`src/rtl/spell_mem_router_pkg.sv`:
```
// ============================================================================
//  Module  : spell_mem_pkg
//  Brief   : Shared types and default constants for the spell memory router.
//  Revision: 1.0 - initial release
// ============================================================================
`default_nettype none

package spell_mem_pkg;

  typedef enum logic [1:0] {
    IDLE     = 2'd0,
    WAIT_MEM = 2'd1,
    WAIT_IO  = 2'd2,
    RESP     = 2'd3
  } state_e;

  typedef enum logic {
    TGT_MEM = 1'b0,
    TGT_IO  = 1'b1
  } target_e;

  localparam logic [7:0] IO_BASE_DEF        = 8'h20;
  localparam logic [7:0] IO_LIMIT_DEF       = 8'h60;
  localparam int         TIMEOUT_CYCLES_DEF = 16;
  // Fill bit replicated to DATA_W to build the all-ones error word.
  localparam logic       ERR_FILL           = 1'b1;

endpackage

`default_nettype wire

```
`src/rtl/spell_mem_router_if.sv`:
```
// ============================================================================
//  Module  : spell_mem_router_if
//  Brief   : CPU-side request/response bundle of the spell memory router.
//  Revision: 1.0 - initial release
// ============================================================================
`default_nettype none

interface spell_mem_router_if #(
  parameter int ADDR_W = 8,
  parameter int DATA_W = 8
);
  logic              select;
  logic [ADDR_W-1:0] addr;
  logic [DATA_W-1:0] data_in;
  logic              memory_type_data;
  logic              write;
  logic [DATA_W-1:0] data_out;
  logic              data_ready;
  logic              bus_error;

  modport master (
    output select, addr, data_in, memory_type_data, write,
    input  data_out, data_ready, bus_error
  );

  modport slave (
    input  select, addr, data_in, memory_type_data, write,
    output data_out, data_ready, bus_error
  );
endinterface

`default_nettype wire

```
`src/rtl/spell_mem_decode.sv`:
```
// ============================================================================
//  Module  : spell_mem_decode
//  Brief   : Combinational address/space decoder selecting MEM or IO target.
//  Revision: 1.0 - initial release
// ============================================================================
`default_nettype none

module spell_mem_decode
  import spell_mem_pkg::*;
#(
  parameter int                ADDR_W   = 8,
  parameter logic [ADDR_W-1:0] IO_BASE  = ADDR_W'(IO_BASE_DEF),
  parameter logic [ADDR_W-1:0] IO_LIMIT = ADDR_W'(IO_LIMIT_DEF)
) (
  input  logic [ADDR_W-1:0] addr,
  input  logic              memory_type_data,
  output target_e           target
);

  always_comb begin
    target = TGT_MEM;
    if (memory_type_data && (addr >= IO_BASE) && (addr < IO_LIMIT))
      target = TGT_IO;
  end

endmodule

`default_nettype wire

```
`src/rtl/spell_mem_router.sv`:
```
// ============================================================================
//  Module  : spell_mem_router
//  Brief   : Registered CPU memory router; latches one access and steers it to
//            the internal memory or the IO window. Optional bus timeout is
//            enabled by defining SPELL_MEM_ROUTER_TIMEOUT_EN.
//  Revision: 1.0 - initial release
// ============================================================================
`default_nettype none

module spell_mem_router
  import spell_mem_pkg::*;
#(
  parameter int                ADDR_W         = 8,
  parameter int                DATA_W         = 8,
  parameter logic [ADDR_W-1:0] IO_BASE        = ADDR_W'(IO_BASE_DEF),
  parameter logic [ADDR_W-1:0] IO_LIMIT       = ADDR_W'(IO_LIMIT_DEF),
  parameter int                TIMEOUT_CYCLES = TIMEOUT_CYCLES_DEF,
  parameter logic [DATA_W-1:0] ERR_DATA       = {DATA_W{ERR_FILL}}
) (
  input  logic                clk,
  input  logic                rst_n,
  spell_mem_router_if.slave   cpu,
  output logic                mem_select,
  output logic                mem_write,
  output logic                mem_type_data,
  output logic [ADDR_W-1:0]   mem_addr,
  output logic [DATA_W-1:0]   mem_wdata,
  input  logic [DATA_W-1:0]   mem_rdata,
  input  logic                mem_ready,
  output logic                io_select,
  output logic                io_write,
  output logic [ADDR_W-1:0]   io_addr,
  output logic [DATA_W-1:0]   io_wdata,
  input  logic [DATA_W-1:0]   io_rdata,
  input  logic                io_ready
);

  state_e            state_q, state_d;
  target_e           tgt_dec;
  logic [ADDR_W-1:0] addr_q, addr_d;
  logic [DATA_W-1:0] wdata_q, wdata_d;
  logic              write_q, write_d;
  logic              type_q, type_d;
  logic [DATA_W-1:0] data_out_q, data_out_d;
  logic              data_ready_q, data_ready_d;
  logic              mem_sel_q, mem_sel_d;
  logic              io_sel_q, io_sel_d;
  logic              tgt_ready;
  logic [DATA_W-1:0] tgt_rdata;
`ifdef SPELL_MEM_ROUTER_TIMEOUT_EN
  logic [7:0]        cnt_q, cnt_d;
  logic              bus_error_q, bus_error_d;
`else
  logic              unused_cfg;
  assign unused_cfg = ^{ERR_DATA, 8'(TIMEOUT_CYCLES)};
`endif

  spell_mem_decode #(
    .ADDR_W   (ADDR_W),
    .IO_BASE  (IO_BASE),
    .IO_LIMIT (IO_LIMIT)
  ) u_decode (
    .addr             (cpu.addr),
    .memory_type_data (cpu.memory_type_data),
    .target           (tgt_dec)
  );

  // Ready/data of the non-selected target never reach the FSM.
  assign tgt_ready = (state_q == WAIT_IO) ? io_ready : mem_ready;
  assign tgt_rdata = (state_q == WAIT_IO) ? io_rdata : mem_rdata;

  always_comb begin
    state_d      = state_q;
    addr_d       = addr_q;
    wdata_d      = wdata_q;
    write_d      = write_q;
    type_d       = type_q;
    data_out_d   = data_out_q;
    data_ready_d = 1'b0;
    mem_sel_d    = mem_sel_q;
    io_sel_d     = io_sel_q;
`ifdef SPELL_MEM_ROUTER_TIMEOUT_EN
    cnt_d        = cnt_q;
    bus_error_d  = 1'b0;
`endif
    case (state_q)
      IDLE: begin
        if (cpu.select) begin
          addr_d    = cpu.addr;
          wdata_d   = cpu.data_in;
          write_d   = cpu.write;
          type_d    = cpu.memory_type_data;
          mem_sel_d = (tgt_dec == TGT_MEM);
          io_sel_d  = (tgt_dec == TGT_IO);
          state_d   = (tgt_dec == TGT_IO) ? WAIT_IO : WAIT_MEM;
`ifdef SPELL_MEM_ROUTER_TIMEOUT_EN
          cnt_d     = 8'd0;
`endif
        end
      end
      WAIT_MEM, WAIT_IO: begin
        if (tgt_ready) begin
          if (!write_q) data_out_d = tgt_rdata;
          mem_sel_d    = 1'b0;
          io_sel_d     = 1'b0;
          data_ready_d = 1'b1;
          state_d      = RESP;
        end
`ifdef SPELL_MEM_ROUTER_TIMEOUT_EN
        else if (cnt_q == 8'(TIMEOUT_CYCLES)) begin
          if (!write_q) data_out_d = ERR_DATA;
          mem_sel_d    = 1'b0;
          io_sel_d     = 1'b0;
          data_ready_d = 1'b1;
          bus_error_d  = 1'b1;
          state_d      = RESP;
        end else begin
          cnt_d = cnt_q + 8'd1;
        end
`endif
      end
      RESP:    state_d = IDLE;
      default: state_d = IDLE;
    endcase
  end

  always_ff @(posedge clk or negedge rst_n) begin
    if (!rst_n) begin
      state_q      <= IDLE;
      addr_q       <= '0;
      wdata_q      <= '0;
      write_q      <= 1'b0;
      type_q       <= 1'b0;
      data_out_q   <= '0;
      data_ready_q <= 1'b0;
      mem_sel_q    <= 1'b0;
      io_sel_q     <= 1'b0;
`ifdef SPELL_MEM_ROUTER_TIMEOUT_EN
      cnt_q        <= 8'd0;
      bus_error_q  <= 1'b0;
`endif
    end else begin
      state_q      <= state_d;
      addr_q       <= addr_d;
      wdata_q      <= wdata_d;
      write_q      <= write_d;
      type_q       <= type_d;
      data_out_q   <= data_out_d;
      data_ready_q <= data_ready_d;
      mem_sel_q    <= mem_sel_d;
      io_sel_q     <= io_sel_d;
`ifdef SPELL_MEM_ROUTER_TIMEOUT_EN
      cnt_q        <= cnt_d;
      bus_error_q  <= bus_error_d;
`endif
    end
  end

  assign cpu.data_out   = data_out_q;
  assign cpu.data_ready = data_ready_q;
`ifdef SPELL_MEM_ROUTER_TIMEOUT_EN
  assign cpu.bus_error  = bus_error_q;
`else
  assign cpu.bus_error  = 1'b0;
`endif

  assign mem_select    = mem_sel_q;
  assign mem_write     = write_q;
  assign mem_type_data = type_q;
  assign mem_addr      = addr_q;
  assign mem_wdata     = wdata_q;
  assign io_select     = io_sel_q;
  assign io_write      = write_q;
  assign io_addr       = addr_q;
  assign io_wdata      = wdata_q;

endmodule

`default_nettype wire

```
`src/flat_wrapper.sv`:
```
// flat-port wrapper written by rule: the top's interface ports become plain ports
module spell_mem_router_flat import spell_mem_pkg::*;
#(
  parameter int                ADDR_W         = 8,
  parameter int                DATA_W         = 8,
  parameter logic [ADDR_W-1:0] IO_BASE        = ADDR_W'(IO_BASE_DEF),
  parameter logic [ADDR_W-1:0] IO_LIMIT       = ADDR_W'(IO_LIMIT_DEF),
  parameter int                TIMEOUT_CYCLES = TIMEOUT_CYCLES_DEF,
  parameter logic [DATA_W-1:0] ERR_DATA       = {DATA_W{ERR_FILL}}
)
  (clk, rst_n, mem_select, mem_write, mem_type_data, mem_addr, mem_wdata, mem_rdata, mem_ready, io_select, io_write, io_addr, io_wdata, io_rdata, io_ready, cpu_select, cpu_addr, cpu_data_in, cpu_memory_type_data, cpu_write, cpu_data_out, cpu_data_ready, cpu_bus_error);
  spell_mem_router_if #(.ADDR_W(ADDR_W), .DATA_W(DATA_W)) cpu_i ();
  input  logic clk;
  input  logic rst_n;
  output logic mem_select;
  output logic mem_write;
  output logic mem_type_data;
  output logic [ADDR_W-1:0] mem_addr;
  output logic [DATA_W-1:0] mem_wdata;
  input  logic [DATA_W-1:0] mem_rdata;
  input  logic mem_ready;
  output logic io_select;
  output logic io_write;
  output logic [ADDR_W-1:0] io_addr;
  output logic [DATA_W-1:0] io_wdata;
  input  logic [DATA_W-1:0] io_rdata;
  input  logic io_ready;
  input wire logic [$bits(cpu_i.select)-1:0] cpu_select;
  input wire logic [$bits(cpu_i.addr)-1:0] cpu_addr;
  input wire logic [$bits(cpu_i.data_in)-1:0] cpu_data_in;
  input wire logic [$bits(cpu_i.memory_type_data)-1:0] cpu_memory_type_data;
  input wire logic [$bits(cpu_i.write)-1:0] cpu_write;
  output wire logic [$bits(cpu_i.data_out)-1:0] cpu_data_out;
  output wire logic [$bits(cpu_i.data_ready)-1:0] cpu_data_ready;
  output wire logic [$bits(cpu_i.bus_error)-1:0] cpu_bus_error;
  assign cpu_i.select = cpu_select;
  assign cpu_i.addr = cpu_addr;
  assign cpu_i.data_in = cpu_data_in;
  assign cpu_i.memory_type_data = cpu_memory_type_data;
  assign cpu_i.write = cpu_write;
  assign cpu_data_out = cpu_i.data_out;
  assign cpu_data_ready = cpu_i.data_ready;
  assign cpu_bus_error = cpu_i.bus_error;
  spell_mem_router #(.ADDR_W(ADDR_W), .DATA_W(DATA_W), .IO_BASE(IO_BASE), .IO_LIMIT(IO_LIMIT), .TIMEOUT_CYCLES(TIMEOUT_CYCLES), .ERR_DATA(ERR_DATA)) u_core (.clk(clk), .rst_n(rst_n), .cpu(cpu_i), .mem_select(mem_select), .mem_write(mem_write), .mem_type_data(mem_type_data), .mem_addr(mem_addr), .mem_wdata(mem_wdata), .mem_rdata(mem_rdata), .mem_ready(mem_ready), .io_select(io_select), .io_write(io_write), .io_addr(io_addr), .io_wdata(io_wdata), .io_rdata(io_rdata), .io_ready(io_ready));
endmodule
```
`config.mk`:
```
export PLATFORM = sky130hd
export DESIGN_NAME = spell_mem_router_flat
export DESIGN_NICKNAME = d
export VERILOG_FILES = /design/src/rtl/spell_mem_router_pkg.sv /design/src/rtl/spell_mem_router_if.sv /design/src/rtl/spell_mem_decode.sv /design/src/rtl/spell_mem_router.sv /design/src/flat_wrapper.sv
export SDC_FILE = /design/constraint.sdc
export NUM_CORES = 1
export LEC_CHECK = 0
export BUFFER_PORTS_ARGS = -buffer_cell sky130_fd_sc_hd__buf_2
export CAP_MARGIN = 40
export CORE_MARGIN = 3
export CORE_UTILIZATION = 40
export DETAILED_ROUTE_END_ITERATION = 10
export PLACE_DENSITY = 0.73
export SKIP_LAST_GASP = 1
export SLEW_MARGIN = 20
export SYNTH_ARGS = -nofsm -noshare
export SYNTH_HDL_FRONTEND = slang
export SYNTH_SLANG_ARGS = --single-unit
```
`constraint.sdc`:
```
create_clock -name clk -period 2 [get_ports clk]
set_clock_uncertainty 0.2 [all_clocks]
set_input_delay 0.1 -clock clk [delete_from_list [all_inputs] [get_ports clk]]
set_output_delay 0.1 -clock clk [all_outputs]
set_load 0.03 [all_outputs]
```
# Word-level counts from Yosys, hierarchy flattened
# Cells that the tools add are included.
# word_totals
input_bits	39
elab_cells	41
out_inout_bits	47
reg_bits	31
# op_classes
order_cmp	2
mux	14
n_reduce_logical	9
n_eq_ne	5
bitwise	2
# ops
cell	n
$ge A8 B6 Y1 const B	1
$lt A8 B7 Y1 const B	1
$mux W8	1
$mux W1	7
$mux W2	3
$pmux W2 S3	1
$reduce_and A3 Y1	2
$eq A2 B2 Y1 const B	2
$pmux W1 S2	2
$reduce_and A2 Y1	2
$eq A2 B1 Y1 const B	1
$logic_and A1 B1 Y1	2
$logic_not A2 Y1	1
$ne A2 B1 Y1 const B	1
$ne A2 B2 Y1 const B	1
$not A1 Y1	2
$reduce_bool A2 Y1	1
$reduce_or A2 Y1	1

# Logic depth before layout (Yosys ltp)
# depth
ltp_word	7
depth_mapped	6
depth_no_buf	5

# By module
# A second synthesis with hierarchy kept.
# hier_totals
hier_cells	114
hier_area_um2	1530.2
# by_module_without_submodules
module	n_inst	area_each_um2	cells_per_inst
spell_mem_router	1	1508.9	112
spell_mem_decode	1	21.3	2

# Worst setup path after synthesis
# Ideal clock, no wire load.
# synth_path
path_kind	register to register
from	reg u_core.state_q[1]
to	reg u_core.data_out_q[0], in the netlist u_core.cpu.data_out[0]
n_path_buf	0
required_ns	1.675
period_less_slack_ns	1.862
setup_ns	0.125
t_arrival_ns	1.537
stages_incl_launch_ff	6
setup_slack_ns	0.138
cell_sequence	dfrtp_1 > inv_1 > ha_1 > inv_1 > nor3_4 > mux2_2
# synth_via
elab_chain_len	3
elab_cells_between_ends	6
cone_classes	eq/ne (2); mux (2); reduce/logical (2)
# synth_rtl
item	line_no	source
start, declared	spell_mem_router.sv:38	state_e state_q, state_d;
start signal, assigned	spell_mem_router.sv:143	state_q <= state_d;
$eq A2 B1 Y1 / $eq A2 B2 Y1 (equally long branches)	spell_mem_router.sv:86, spell_mem_router.sv:69, spell_mem_router.sv:70	
$reduce_or A2 Y1 / $mux W1 (equally long branches)	spell_mem_router.sv:86, spell_mem_router.sv:69	
$reduce_and A3 Y1 (no line)	-	
end signal, assigned	spell_mem_router.sv:148	data_out_q <= data_out_d;
end, declared	spell_mem_router.sv:44	logic [DATA_W-1:0] data_out_q, data_out_d;
# Parallel ways exist; a longest one is shown, timed or not.
# A chain may end at the register's enable or synchronous reset.

# Worst setup path in the final report
# layout_path
from	reg u_core.state_q[0]
to	reg u_core.data_ready_q, in the netlist u_core.cpu.data_ready
# layout_via
elab_chain_len	4
elab_cells_between_ends	6
cone_classes	eq/ne (2); mux (3); reduce/logical (1)
# layout_rtl
item	line_no	source
$eq A2 B2 Y1	spell_mem_router.sv:69, spell_mem_router.sv:86	
$mux W1	spell_mem_router.sv:69	assign tgt_ready = (state_q == WAIT_IO) ? io_ready : mem_ready;
$mux W1	spell_mem_router.sv:102	if (tgt_ready) begin
$mux W1 (*)	spell_mem_router.sv:86	case (state_q)
net u_core.data_ready_d	spell_mem_router.sv:45	logic data_ready_q, data_ready_d;
end signal, assigned	spell_mem_router.sv:149	data_ready_q <= data_ready_d;
end, declared	spell_mem_router.sv:45	
# The timed path passes the listed nets; every way through them passes the cells marked *.

==> metrics.csv <==
metric,value,unit
Root Driver,clkbuf_8,
largest net degree at the start of global routing,32,
max incr delay on CP,590,ps
CP max stage cell,dlygate4sd3_1,
number of synthesized flops with an enable pin,0,
fmax,508,MHz
vias per inst,4.62,
most frequent cells after synthesis,"mux2_2 (35), dfrtp_1 (31), buf_4 (18)",
io pins,86,
initial antenna violation count,0,
synth-to-layout area growth,55.7,%
Power Total,0.00423,W
CP Max Fanout,4,
grt ovf,0,
crit-path leading delay family,buffers and inverters,
total wire length,3.70,mm
Die Height,68,um
die area,0.00462,sq mm
CTS H-tree depth,2,
worst slew pin tran,674,ps
syn_area_per_cell,13.7,sq um
initial drt markers,13,
leak pwr,1.18,nW
"Slew Viols, Final",0,
clock tree sinks,31,
Vias,1248,
fraction of layout cells with a size suffix above 1,59.8,%
CTS tree,done,
PortBufs,84,
gpl congestion,0.732,
r2r worst-path depth,5,
Worst VDD drop,0.000940,V
vias in the first global route,1321,
Worst path depth,5,
Pwr per Cell Area,1770,mW/mm^2
post-synth top area share,50.4,%
Synth Warn #,0,
CP endpoint kind,flop,
overall global routing resource usage,16.8,%
DR WL/cell,13.7,um
worst-path cell chain,inv_1 > ha_2 > mux2i_4 > dlygate4sd3_1 > nor2_1,
cell area after synthesis,0.00154,sq mm
first-pass GRT wire length,5.64,mm
Cells after Synth,112,
drt pass-1 iters,4,
post-route cell area,0.00239,sq mm
status,completed,
RSZ-0062 raised after global routing,true,
largest cells by area after synthesis,"dfrtp_1 (50%), mux2_2 (26%), buf_4 (8.8%)",
syn nets,154,
"count leader, synth",mux2_2,
sequential-to-total area share from yosys stat,50.4,%
headroom to the max-slew limit,55.1,%
Core ar.,0.00352,sq mm
FF-to-FF Start,u_core.state_q[0],
total CTS buffers,5,
Worst Path Required,1960,ps
CP endpoint,u_core.cpu.data_ready,
minimum clock period,1970,ps
"flops & latches, synth",31,
Antenna Cells,0,
"antenna viol nets, final",0,
fraction of registers with async set or reset after synthesis,100,%
Worst-path clk slew,60,ps
CTS max path bufs,2,
CP startpoint,u_core.state_q[0],
Setup crit start kind,flop,
Die Width,68,um
max_cap viols,0,
Post-DP Area,0.00190,sq mm
Worst Path Arrival,1930,ps
Final Cycle Share,98.4,%
row count,21,
cell taking the most area after synthesis,dfrtp_1,
Clock Latency Late Sink,280,ps
worst hold path type,in -> reg,
final net count,266,
Bufs and invs on worst path,2,
Final Hold Fails,0,
Setup Viol. Count Final,0,
Initial Utilization,43.7,%
worst reg2reg endpoint,u_core.cpu.data_ready,
library cells used by synthesis,22,
DRC viols,0,
Synth Flop Type,dfrtp_1,
r2r setup slk,30,ps
WS Path Type,reg -> reg,
hpwl dp,2.45,mm
layer usage:
metal	track usage [%]	vias up	routed length [um]
li1	-	593	-
met1	15.9	583	1390
met2	32.1	65	1910
met3	5.58	7	343
met4	7.69	0	58
met5	0	-	0
cell usage in the layout, fill, tap and decap left out, drive strengths merged, types with 2 or more instances in the layout:
master / synthesis / final
ha: 3 / 3
inv: 4 / 4
o22ai: 2 / 2
dlygate4sd3: 0 / 37
dfrtp: 31 / 31
a221o: 2 / 2
mux2i: 2 / 2
nor3b: 3 / 3
mux2: 35 / 35
clkbuf: 0 / 6
buf: 20 / 88
cells by family after synthesis:
kind of cell	count (synthesis)	share of synthesized area [%]
flip-flops	31	50.4
AO/OA/AOI/OAI	6	3.25
XOR/XNOR	1	0.570
multiplexers	37	27.7
adder cells (fa/ha/maj)	3	2.44
buffers and inverters	24	10.8
AND/OR/NAND/NOR	9	4.48
other	1	0.244
tightest hold or removal path: stages:
cell,delay (ps)
buf_2,120
nand2_1,140
mux2_2,170
power breakdown:
group	internal, W	total [W]	leakage, nW	switching [W]
clock	0.000364	0.000582	0.0513	0.000218
sequential	0.000946	0.00114	0.371	0.000190
combinational	0.000965	0.00251	0.762	0.00154
total	0.00228	0.00423	1.18	0.00195
cell type report:
| class | count | area (sq um) |
|---|---|---|
| Clock buffer | 6 | 72.6 |
| Clock inverter | 1 | 30.0 |
| Fill cell | 264 | 1130 |
| Inverter | 4 | 15.0 |
| Multi-Input combinational cell | 57 | 598 |
| Sequential cell | 31 | 776 |
| Tap cell | 46 | 57.6 |
| Timing Repair Buffer | 125 | 846 |
sequential cells by signal, indices dropped and copies added (netlist names):
signal,cells
u_core.io_select,1
u_core.cpu.data_ready,1
u_core.io_wdata,8
u_core.io_addr,8
u_core.cpu.data_out,8
u_core.io_write,1
u_core.state_q,2
u_core.mem_type_data,1
u_core.mem_select,1
through the flow:
stage               hold slack (ps)  worst slack (ps)  utilization [%]  setup TNS, ps  instances
floorplan                      -396               138                -              0        112
global placement              -30.6               148             53.9              0        225
detailed placement            -19.8              51.6             53.9              0        225
CTS                            75.2              19.9             67.4              0        269
global route                   89.4             -28.1             68.0          -28.1        270
finish                         80.2              32.7             68.0              0        270
worst min-delay path by stage:
stage / startpoint / depth (start not counted) / end
4_1_cts: cpu_select / 3 / u_core.io_write
3_3_place_gp: rst_n / 1 / u_core.cpu.data_ready
5_1_grt: cpu_select / 3 / u_core.io_select
2_1_floorplan: rst_n / 0 / u_core.cpu.data_out[0]
3_5_place_dp: rst_n / 1 / u_core.cpu.data_ready
6_report: cpu_select / 3 / u_core.io_write
what timing repair did:
| item | 4_1_cts | 5_1_grt |
|---|---|---|
| gates resized for setup | 0 | 1 |
| endpoints found under the hold margin | 59 | 0 |
| hold buffers | 37 | 0 |
| setup buffers | 0 | 1 |
| endpoints found under the setup margin | 0 | 9 |
Note: power is estimated with default switching activity, not from simulation.
